**src/rtl/addsub_sequencer_pkg.sv**
```systemverilog
// Shared opcodes, FSM states and default width for the TRISC adder/subtractor sequencer.
package addsub_sequencer_pkg;

   localparam int unsigned ADDSUB_W = 8;

   localparam logic [2:0] OP_ADD = 3'b000;
   localparam logic [2:0] OP_SUB = 3'b001;
   localparam logic [2:0] OP_NEG = 3'b010;
   localparam logic [2:0] OP_MUL = 3'b011;
   localparam logic [2:0] OP_CMP = 3'b100;

   typedef enum logic [1:0] {
      S_IDLE,
      S_EXEC,
      S_MUL,
      S_DONE
   } state_e;

   function automatic logic op_is_legal(input logic [2:0] op);
      return (op <= OP_CMP);
   endfunction

endpackage

```
**src/rtl/addsub_sequencer_flags.sv**
```systemverilog
// Result/flag formation for the sequencer; ADD/SUB saturate on overflow when ADDSUB_SAT_EN is defined.
module addsub_seq_flags
   import addsub_sequencer_pkg::*;
#(
   parameter int unsigned W = ADDSUB_W
) (
   input  logic [2:0]   op_i,
   input  logic [W-1:0] r_i,
   input  logic         cout_i,
   input  logic         ovr_i,
   input  logic [W-1:0] hi_i,
   input  logic         opa_msb_i,
   output logic [W-1:0] res_lo_o,
   output logic [W-1:0] res_hi_o,
   output logic         flag_c_o,
   output logic         flag_v_o,
   output logic         flag_z_o,
   output logic         flag_n_o
);

`ifdef ADDSUB_SAT_EN
   localparam bit SAT_EN = 1'b1;
`else
   localparam bit SAT_EN = 1'b0;
`endif

   always_comb begin
      res_lo_o = r_i;
      res_hi_o = '0;
      flag_c_o = cout_i;
      flag_v_o = ovr_i;
      flag_z_o = 1'b0;
      flag_n_o = 1'b0;
      case (op_i)
         OP_MUL: begin
            res_hi_o = hi_i;
            flag_c_o = 1'b0;
            flag_v_o = |hi_i;
            flag_z_o = ({hi_i, r_i} == '0);
            flag_n_o = hi_i[W-1];
         end
         // CMP reports the difference's flags but hides the difference itself
         OP_CMP: begin
            res_lo_o = '0;
            flag_z_o = (r_i == '0);
            flag_n_o = r_i[W-1];
         end
         OP_ADD, OP_SUB: begin
            if (SAT_EN && ovr_i) begin
               res_lo_o = opa_msb_i ? {1'b1, {(W-1){1'b0}}} : {1'b0, {(W-1){1'b1}}};
            end
            flag_z_o = (res_lo_o == '0);
            flag_n_o = res_lo_o[W-1];
         end
         default: begin
            flag_z_o = (res_lo_o == '0);
            flag_n_o = res_lo_o[W-1];
         end
      endcase
   end

endmodule

```
**src/rtl/addsub_sequencer.sv**
```systemverilog
// Sequencer driving an external ripple adder/subtractor: ADD/SUB/NEG/CMP in one pass, MUL by shift-add.
// Optional ADD/SUB saturation is selected with the ADDSUB_SAT_EN macro.
module addsub_sequencer
   import addsub_sequencer_pkg::*;
#(
   parameter int unsigned W         = ADDSUB_W,
   parameter int unsigned MUL_ITERS = W
) (
   input  logic         clk,
   input  logic         rst,
   input  logic         in_valid,
   output logic         in_ready,
   input  logic [2:0]   op,
   input  logic [W-1:0] opa,
   input  logic [W-1:0] opb,
   output logic [W-1:0] add_a,
   output logic [W-1:0] add_b,
   output logic         add_c0,
   input  logic [W-1:0] add_r,
   input  logic         add_cout,
   input  logic         add_ovr,
   output logic         out_valid,
   input  logic         out_ready,
   output logic [W-1:0] res_lo,
   output logic [W-1:0] res_hi,
   output logic         flag_c,
   output logic         flag_v,
   output logic         flag_z,
   output logic         flag_n,
   output logic         err
);

   localparam int unsigned CW = (MUL_ITERS > 1) ? $clog2(MUL_ITERS) : 1;
   localparam logic [CW-1:0] LAST = CW'(MUL_ITERS - 1);

   state_e         state_q, state_d;
   logic [2:0]     op_q, op_d;
   logic [W-1:0]   opa_q, opa_d, opb_q, opb_d;
   logic [W-1:0]   hi_q, hi_d, lo_q, lo_d;
   logic [CW-1:0]  cnt_q, cnt_d;
   logic [W-1:0]   res_lo_q, res_lo_d, res_hi_q, res_hi_d;
   logic           c_q, c_d, v_q, v_d, z_q, z_d, n_q, n_d, err_q, err_d;

   logic [W-1:0]   mul_hi_nx, mul_lo_nx;
   logic [W-1:0]   f_r, f_hi, f_lo, f_hi_o;
   logic           f_c, f_v, f_z, f_n;

   // Adder inputs depend on registered state only, keeping the external adder path acyclic
   always_comb begin
      add_a  = '0;
      add_b  = '0;
      add_c0 = 1'b0;
      case (state_q)
         S_EXEC: begin
            add_a  = (op_q == OP_NEG) ? '0 : opa_q;
            add_b  = (op_q == OP_NEG) ? opa_q : opb_q;
            add_c0 = (op_q != OP_ADD);
         end
         S_MUL: begin
            add_a = hi_q;
            add_b = opa_q;
         end
         default: ;
      endcase
   end

   always_comb begin
      if (lo_q[0]) begin
         {mul_hi_nx, mul_lo_nx} = {add_cout, add_r, lo_q[W-1:1]};
      end else begin
         {mul_hi_nx, mul_lo_nx} = {1'b0, hi_q, lo_q[W-1:1]};
      end
   end

   assign f_r  = (state_q == S_MUL) ? mul_lo_nx : add_r;
   assign f_hi = (state_q == S_MUL) ? mul_hi_nx : '0;

   addsub_seq_flags #(.W(W)) u_flags (
      .op_i      (op_q),
      .r_i       (f_r),
      .cout_i    (add_cout),
      .ovr_i     (add_ovr),
      .hi_i      (f_hi),
      .opa_msb_i (opa_q[W-1]),
      .res_lo_o  (f_lo),
      .res_hi_o  (f_hi_o),
      .flag_c_o  (f_c),
      .flag_v_o  (f_v),
      .flag_z_o  (f_z),
      .flag_n_o  (f_n)
   );

   always_comb begin
      state_d  = state_q;
      op_d     = op_q;
      opa_d    = opa_q;
      opb_d    = opb_q;
      hi_d     = hi_q;
      lo_d     = lo_q;
      cnt_d    = cnt_q;
      res_lo_d = res_lo_q;
      res_hi_d = res_hi_q;
      c_d      = c_q;
      v_d      = v_q;
      z_d      = z_q;
      n_d      = n_q;
      err_d    = err_q;
      in_ready  = 1'b0;
      out_valid = 1'b0;
      case (state_q)
         S_IDLE: begin
            in_ready = 1'b1;
            if (in_valid) begin
               op_d     = op;
               opa_d    = opa;
               opb_d    = opb;
               hi_d     = '0;
               lo_d     = opb;
               cnt_d    = '0;
               res_lo_d = '0;
               res_hi_d = '0;
               c_d      = 1'b0;
               v_d      = 1'b0;
               z_d      = 1'b0;
               n_d      = 1'b0;
               err_d    = !op_is_legal(op);
               if (!op_is_legal(op)) begin
                  state_d = S_DONE;
               end else if (op == OP_MUL) begin
                  state_d = S_MUL;
               end else begin
                  state_d = S_EXEC;
               end
            end
         end
         S_EXEC, S_MUL: begin
            if (state_q == S_MUL) begin
               hi_d  = mul_hi_nx;
               lo_d  = mul_lo_nx;
               cnt_d = cnt_q + 1'b1;
            end
            if (state_q == S_EXEC || cnt_q == LAST) begin
               res_lo_d = f_lo;
               res_hi_d = f_hi_o;
               c_d      = f_c;
               v_d      = f_v;
               z_d      = f_z;
               n_d      = f_n;
               state_d  = S_DONE;
            end
         end
         S_DONE: begin
            out_valid = 1'b1;
            if (out_ready) begin
               state_d = S_IDLE;
            end
         end
         default: state_d = S_IDLE;
      endcase
   end

   always_ff @(posedge clk) begin
      if (rst) begin
         state_q  <= S_IDLE;
         op_q     <= '0;
         opa_q    <= '0;
         opb_q    <= '0;
         hi_q     <= '0;
         lo_q     <= '0;
         cnt_q    <= '0;
         res_lo_q <= '0;
         res_hi_q <= '0;
         c_q      <= 1'b0;
         v_q      <= 1'b0;
         z_q      <= 1'b0;
         n_q      <= 1'b0;
         err_q    <= 1'b0;
      end else begin
         state_q  <= state_d;
         op_q     <= op_d;
         opa_q    <= opa_d;
         opb_q    <= opb_d;
         hi_q     <= hi_d;
         lo_q     <= lo_d;
         cnt_q    <= cnt_d;
         res_lo_q <= res_lo_d;
         res_hi_q <= res_hi_d;
         c_q      <= c_d;
         v_q      <= v_d;
         z_q      <= z_d;
         n_q      <= n_d;
         err_q    <= err_d;
      end
   end

   assign res_lo = res_lo_q;
   assign res_hi = res_hi_q;
   assign flag_c = c_q;
   assign flag_v = v_q;
   assign flag_z = z_q;
   assign flag_n = n_q;
   assign err    = err_q;

endmodule

```
**config.mk**
```make
export PLATFORM = sky130hd
export DESIGN_NAME = addsub_sequencer
export DESIGN_NICKNAME = d
export VERILOG_FILES = /design/src/rtl/addsub_sequencer_pkg.sv /design/src/rtl/addsub_sequencer_flags.sv /design/src/rtl/addsub_sequencer.sv
export SDC_FILE = /design/constraint.sdc
export NUM_CORES = 1
export LEC_CHECK = 0
export ABC_AREA = 1
export CAP_MARGIN = 20
export CORE_AREA = 10 10 107 85
export CTS_CLUSTER_DIAMETER = 200
export DETAILED_ROUTE_END_ITERATION = 10
export DIE_AREA = 0 0 117 95
export GPL_ROUTABILITY_DRIVEN = 0
export PLACE_DENSITY = 0.75
export SYNTH_ARGS = -nofsm -noshare
export SYNTH_HDL_FRONTEND = slang
export SYNTH_SLANG_ARGS = --single-unit
```
**constraint.sdc**
```tcl
create_clock -name clk -period 1.7 [get_ports clk]
set_clock_uncertainty 0.05 [all_clocks]
set_input_delay 0.34 -clock clk [delete_from_list [all_inputs] [get_ports clk]]
set_output_delay 0.34 -clock clk [all_outputs]
set_load 0.01 [all_outputs]
```
## Yosys cells after proc, flatten, opt, wreduce, memory -nomap -nowiden

Index checks and enable logic that the tools add are counted.

| storage, ports and cells | value |
|---|---|
| input port bits | 33 |
| register bits after elaboration | 61 |
| word-level logic and storage cells | 86 |
| output and inout bits | 40 |

| operators by class | value |
|---|---|
| reduce and logical (&&, ||, !) cells | 13 |
| $lt $le $gt $ge | 1 |
| $add $sub $neg | 1 |
| mux-type cells | 45 |
| equal/unequal tests | 12 |

Operators by type and width:

| operator | count |
|---|---|
| 8-bit two-way mux | 14 |
| 8-bit one-hot mux with 2 select lines | 6 |
| 16-bit zero test | 1 |
| 1-bit two-way mux | 12 |
| 2-bit two-way mux | 5 |
| 3-bit by 2-bit equality test with 1-bit output, second input constant | 3 |
| 3-bit AND reduction | 3 |
| 8-bit zero test | 1 |
| 2-bit != test, second input constant | 4 |
| 1-bit one-hot mux with 2 select lines | 4 |
| 8-bit OR reduction | 1 |
| 3-bit equality test, second input constant | 2 |
| 3-bit two-way mux | 2 |
| 2-bit one-hot mux with 3 select lines | 1 |
| 3-bit one-hot mux with 2 select lines | 1 |
| 2-bit equality test, second input constant | 2 |
| 3-bit by 1-bit adder with 3-bit output, second input constant | 1 |
| 3-bit <= comparator, second input constant | 1 |
| 3-bit nonzero test | 1 |
| 2-bit by 1-bit equality test with 1-bit output, second input constant | 1 |
| 2-bit zero test | 1 |
| 2-bit AND reduction | 1 |
| 2-bit nonzero test | 1 |
| 2-bit OR reduction | 1 |
| other kinds (2) | 2 |

## Logic depth before layout (Yosys ltp)

| logic depth | value |
|---|---|
| depth in word-level cells | 6 |
| mapped depth | 11 |

## By module

From an unflattened synthesis, not the netlist that was laid out.

| unflattened totals | value |
|---|---|
| cells, all modules | 519 |
| area total of the unflattened synthesis | 3279.4 um^2 |

By module, submodules not included:

| module | area each (um^2) | cells each | times used | seq. area each (um^2) |
|---|---|---|---|---|
| addsub_sequencer | 3031.7 | 463 | 1 | 1221.2 |
| addsub_seq_flags | 247.7 | 56 | 1 | 0.0 |

## Least setup slack after synthesis

No wires, ideal clock.

| timing | value |
|---|---|
| path type | reg2out |
| start point | reg state_q[1] |
| end point | out add_a[0] |
| arrival | 1455 ps |
| cell stages (with the launch flop) | 8 |
| path slack | -145 ps |
| cell sequence | dfxtp_1 inv_1 ha_1 buf_6 inv_4 buf_2 buf_2 a21oi_1 |

| between the ends | value |
|---|---|
| cells in the longest elaborated chain, start to end | 2 |
| elaborated cells on any way between the ends | 3 |
| those cells by class | 2 x eq/ne; 1 x mux |

Ends and longest elaborated chain:

| item | line | RTL |
|---|---|---|
| start, declared | addsub_sequencer.sv:36 | `state_e state_q, state_d;` |
| start signal, assigned | addsub_sequencer.sv:179 | `state_q <= state_d;` |
| 2-bit equality test or 2-bit by 1-bit equality test with 1-bit output (tied branches) | addsub_sequencer.sv:53 | `case (state_q)` |
| 8-bit one-hot mux with 2 select lines * | addsub_sequencer.sv:53 |  |
| end, declared | addsub_sequencer.sv:16 | `output logic [W-1:0] add_a,` |

Every way passes the cells marked *; elsewhere a longest branch is shown, timed or not.

## Worst setup path in the final report

| timing | value |
|---|---|
| start point | reg state_q[0] |
| end point | out add_b[1] |

| between the ends | value |
|---|---|
| cells in the longest elaborated chain, start to end | 2 |
| elaborated cells on any way between the ends | 3 |
| those cells by class | 2 x eq/ne; 1 x mux |

Ends and longest elaborated chain:

| item | line | RTL |
|---|---|---|
| 2-bit equality test or 2-bit by 1-bit equality test with 1-bit output (tied branches) | addsub_sequencer.sv:53 |  |
| 8-bit one-hot mux with 2 select lines * | addsub_sequencer.sv:53 |  |
| end, declared | addsub_sequencer.sv:17 | `output logic [W-1:0] add_b,` |

Marked as above.

==> impl_metrics.csv <==
group,metric,value,unit
run_status,outcome,"finished with violations",
run_status,failed_checks,"negative setup slack",
timing,slew_violations,0,
worst_setup_path,rr_startpoint,"state_q[0]$_SDFFE_PP0P_",
power,p_switching,3570,uW
worst_setup_path,start_kind,"flip-flop",
worst_setup_path,cpMaxStageDelayCell,"dfxtp_4",
worst_setup_path,path_class,"reg2out",
global_routing,grtUsageMet3,0.0684,
run,max_cap_violations,0,
worst_setup_path,r2r_cells,9,
floorplanning,core_region_area,7090,um2
clocking,cts_max_path_buffers,2,
timing,rsz0062_at_grt,"true",
floorplanning,die_y,95,um
power,power_density,1710,nW/um2
logic_synthesis,yosysWarnings,0,
timing,tightest_slew,0.356,ns
clocking,cts_tree,"yes",
clocking,htreeDepth,3,
global_routing,met2_usage,0.331,
worst_setup_path,cp.arrival,1.66,ns
floorplanning,num_rows,27,
timing,fin_hold_ws,0.413,ns
placement,place.detailed.hpwl,7050,um
timing,post-route-min-period,2.05,ns
detailed_routing,avgViaCountPerCell,5.36,
detailed_routing,dr.pass1.iters,5,
final_layout,area_growth,58.7,%
placement,io_buffers,72,
detailed_routing,drt-wirelength-per-cell,16.8,um
global_routing,first_global_vias,3565,
final_layout,mostFrequentLayoutCells,"nand2_1, dfxtp_1, clkdlybuf4s50_1, nor2_1, buf_4",
global_routing,met1_usage,0.228,
power,p_comb_frac,0.582,
power,intPower,4770,uW
power,leakagePower,0.00206,uW
logic_synthesis,synth_area,3070,um2
worst_setup_path,cp_slowest_stage_delay,0.36,ns
detailed_routing,drc_errors,0,
clocking,clock-sinks,61,
timing,finalCritPeriodShare,1.21,
global_routing,grt_busiest_layer,"met2",
clocking,cts-root-buf,"clkbuf_8",
detailed_routing,drt_iter0_drc,248,
worst_setup_path,end_kind,"output port",
final_layout,nFillCells,558,
floorplanning,start_util,0.433,
power,switching_share,0.428,
logic_synthesis,synth_cells,446,
floorplanning,die_x,117,um
global_routing,gr-total-overflow,0,
hold_path,hold_path_end,"res_hi[1]$_SDFFE_PP0P_",
timing,fmax,0.488,GHz
detailed_routing,drt-total-wl,11000,um
global_routing,antenna_found_initial,0,
clocking,clkTransAtPathRegs,0.07,ns
timing,setup-violations-final,69,
hold_path,hp-class,"reg2reg",
timing,relSlewSlack,0.762,
power,p_seq_frac,0.246,
worst_setup_path,path_cells,"buf_12, ha_4, inv_2, o21ai_2, buf_6, a22oi_2, nor2_4, buf_2",
worst_setup_path,required,1.31,ns
power,irDropWorstVdd,0.941,mV
clocking,clk_latency,0.35,ns
floorplanning,die_area,11100,um2
global_routing,grt_max_degree,33,
final_layout,drive_above_1_share,0.294,
hold_path,min-delay-start,"res_hi[1]$_SDFFE_PP0P_",
logic_synthesis,ys_seq_area_frac,0.398,
detailed_routing,num_vias,3525,
logic_synthesis,synth_fp_nets,487,
power,power_frac_clock,0.172,
logic_synthesis,synth_cell_types,32,
final_layout,antenna-diode-count,0,
detailed_routing,ant_nets,0,
clocking,cts-hold-fix-buffers,0,
logic_synthesis,synth.avg_cell_area,6.88,um2
global_routing,grt_usage,0.196,
final_layout,final_common_cell,"nand2_1",
worst_setup_path,regToRegSetupSlack,-0.26,ns
clocking,numCtsBuffers,9,
final_layout,nets,608,
worst_setup_path,r2r-end,"lo_q[6]$_SDFFE_PP0P_",
global_routing,grt_pass1_wl,17300,um
timing,setup_ws,-0.349,ns
worst_setup_path,path_max_fanout,8,
logic_synthesis,synth_seq_cells,61,
final_layout,utilization,0.686,
floorplanning,ios,73,
hold_path,min_path_cells,2,
timing,finalHoldViolCount,0,
sequential cells by signal (all words and copies together) (netlist names):
signal / count
lo_q: 8
state_q: 2
flag_c: 1
err: 1
res_hi: 8
opb_q: 8
op_q: 3
flag_n: 1
res_lo: 8
hi_q: 8
opa_q: 8
flag_v: 1
flag_z: 1
cnt_q: 3
synthesized netlist by cell type (all sizes together):
cell type | n | area share
dfxtp | 61 | 0.40
a31oi | 4 | 0.0082
inv | 45 | 0.056
a21oi | 48 | 0.079
or2 | 3 | 0.0069
o21ai | 50 | 0.090
nand3 | 14 | 0.027
nor2 | 61 | 0.077
clkinv | 2 | 0.0029
clkbuf | 7 | 0.0086
nor3 | 7 | 0.013
nand2 | 109 | 0.14
ha | 8 | 0.033
a22oi | 11 | 0.029
buf | 15 | 0.033
o211a | 1 | 0.0033
metrics by stage:
step / instances / power (uW) / setup TNS [ns] / area, um2 / setup slack [ns]
after floorplan: 446 / 4330 / 0 / 3180 / 0.0267
after global placement: 620 / 5390 / -16.30 / 4160 / -0.370
after detailed placement: 620 / 5480 / -19.05 / 4160 / -0.436
after CTS: 655 / 7940 / -9.90 / 4770 / -0.347
after global routing: 658 / 8820 / -18.03 / 4870 / -0.409
final: 658 / 8340 / -12.74 / 4870 / -0.349
how the worst max path moves through the flow:
| stage | from | slack (ns) | depth (start not counted) | endpoint |
|---|---|---|---|---|
| global placement | state_q[1]$_SDFFE_PP0P_ | -0.37 | 7 | add_a[6] |
| global route | state_q[0]$_SDFFE_PP0P_ | -0.41 | 8 | add_b[6] |
| CTS | state_q[0]$_SDFFE_PP0P_ | -0.35 | 8 | add_b[3] |
| floorplan | state_q[1]$_SDFFE_PP0P_ | 0.03 | 7 | add_a[0] |
| detailed placement | state_q[1]$_SDFFE_PP0P_ | -0.44 | 8 | add_b[3] |
| finish | state_q[0]$_SDFFE_PP0P_ | -0.35 | 8 | add_b[1] |
cells by family after synthesis:
kind of cell,Yosys count,share of synthesized area
simple gates,194,0.260
compound gates,114,0.210
buf+inv,69,0.100
flops,61,0.398
fa+ha+maj,8,0.0326
critical path: cells and delay by family (launching register included):
kind / cells / cell delay, ns
DFF: 1 / 0.36
adders and majority gates: 1 / 0.17
buffers and inverters: 4 / 0.47
and+or+nand+nor: 1 / 0.04
AOI/OAI and AO/OA: 2 / 0.26
final cells by class:
class,instances,area (um2),share of cell area
Clock buffer,10,138,0.0283
Timing Repair inverter,1,8.76,0.00180
Timing Repair Buffer,130,1250,0.257
Sequential cell,61,1230,0.252
Inverter,47,200,0.0411
Tap cell,87,109,0.0224
Clock inverter,5,75.1,0.0154
Multi-Input combinational cell,317,1860,0.382
metal layers:
layer | share of wire | up-vias
met2 | 0.48 | 140
met1 | 0.41 | 1666
met5 | 0 | -
met4 | 0.027 | 0
li1 | - | 1689
met3 | 0.077 | 30
what timing repair did:
action	4_1_cts	5_1_grt
setup buffers	16	3
setup endpoints to repair	63	78
gates cloned	4	0
pin swaps	20	18
gates resized for setup	148	27
endpoints found under the hold margin	0	0
power by group through the flow:
stage,Clock [uW],Sequential (uW),Combinational (uW)
finish,1430,2050,4850
global route,1510,2090,5210
CTS,1440,2030,4470
detailed placement,0,2030,3450
global placement,0,2010,3370
floorplan,0,2000,2320
Note: power is estimated with default switching activity, not from simulation.
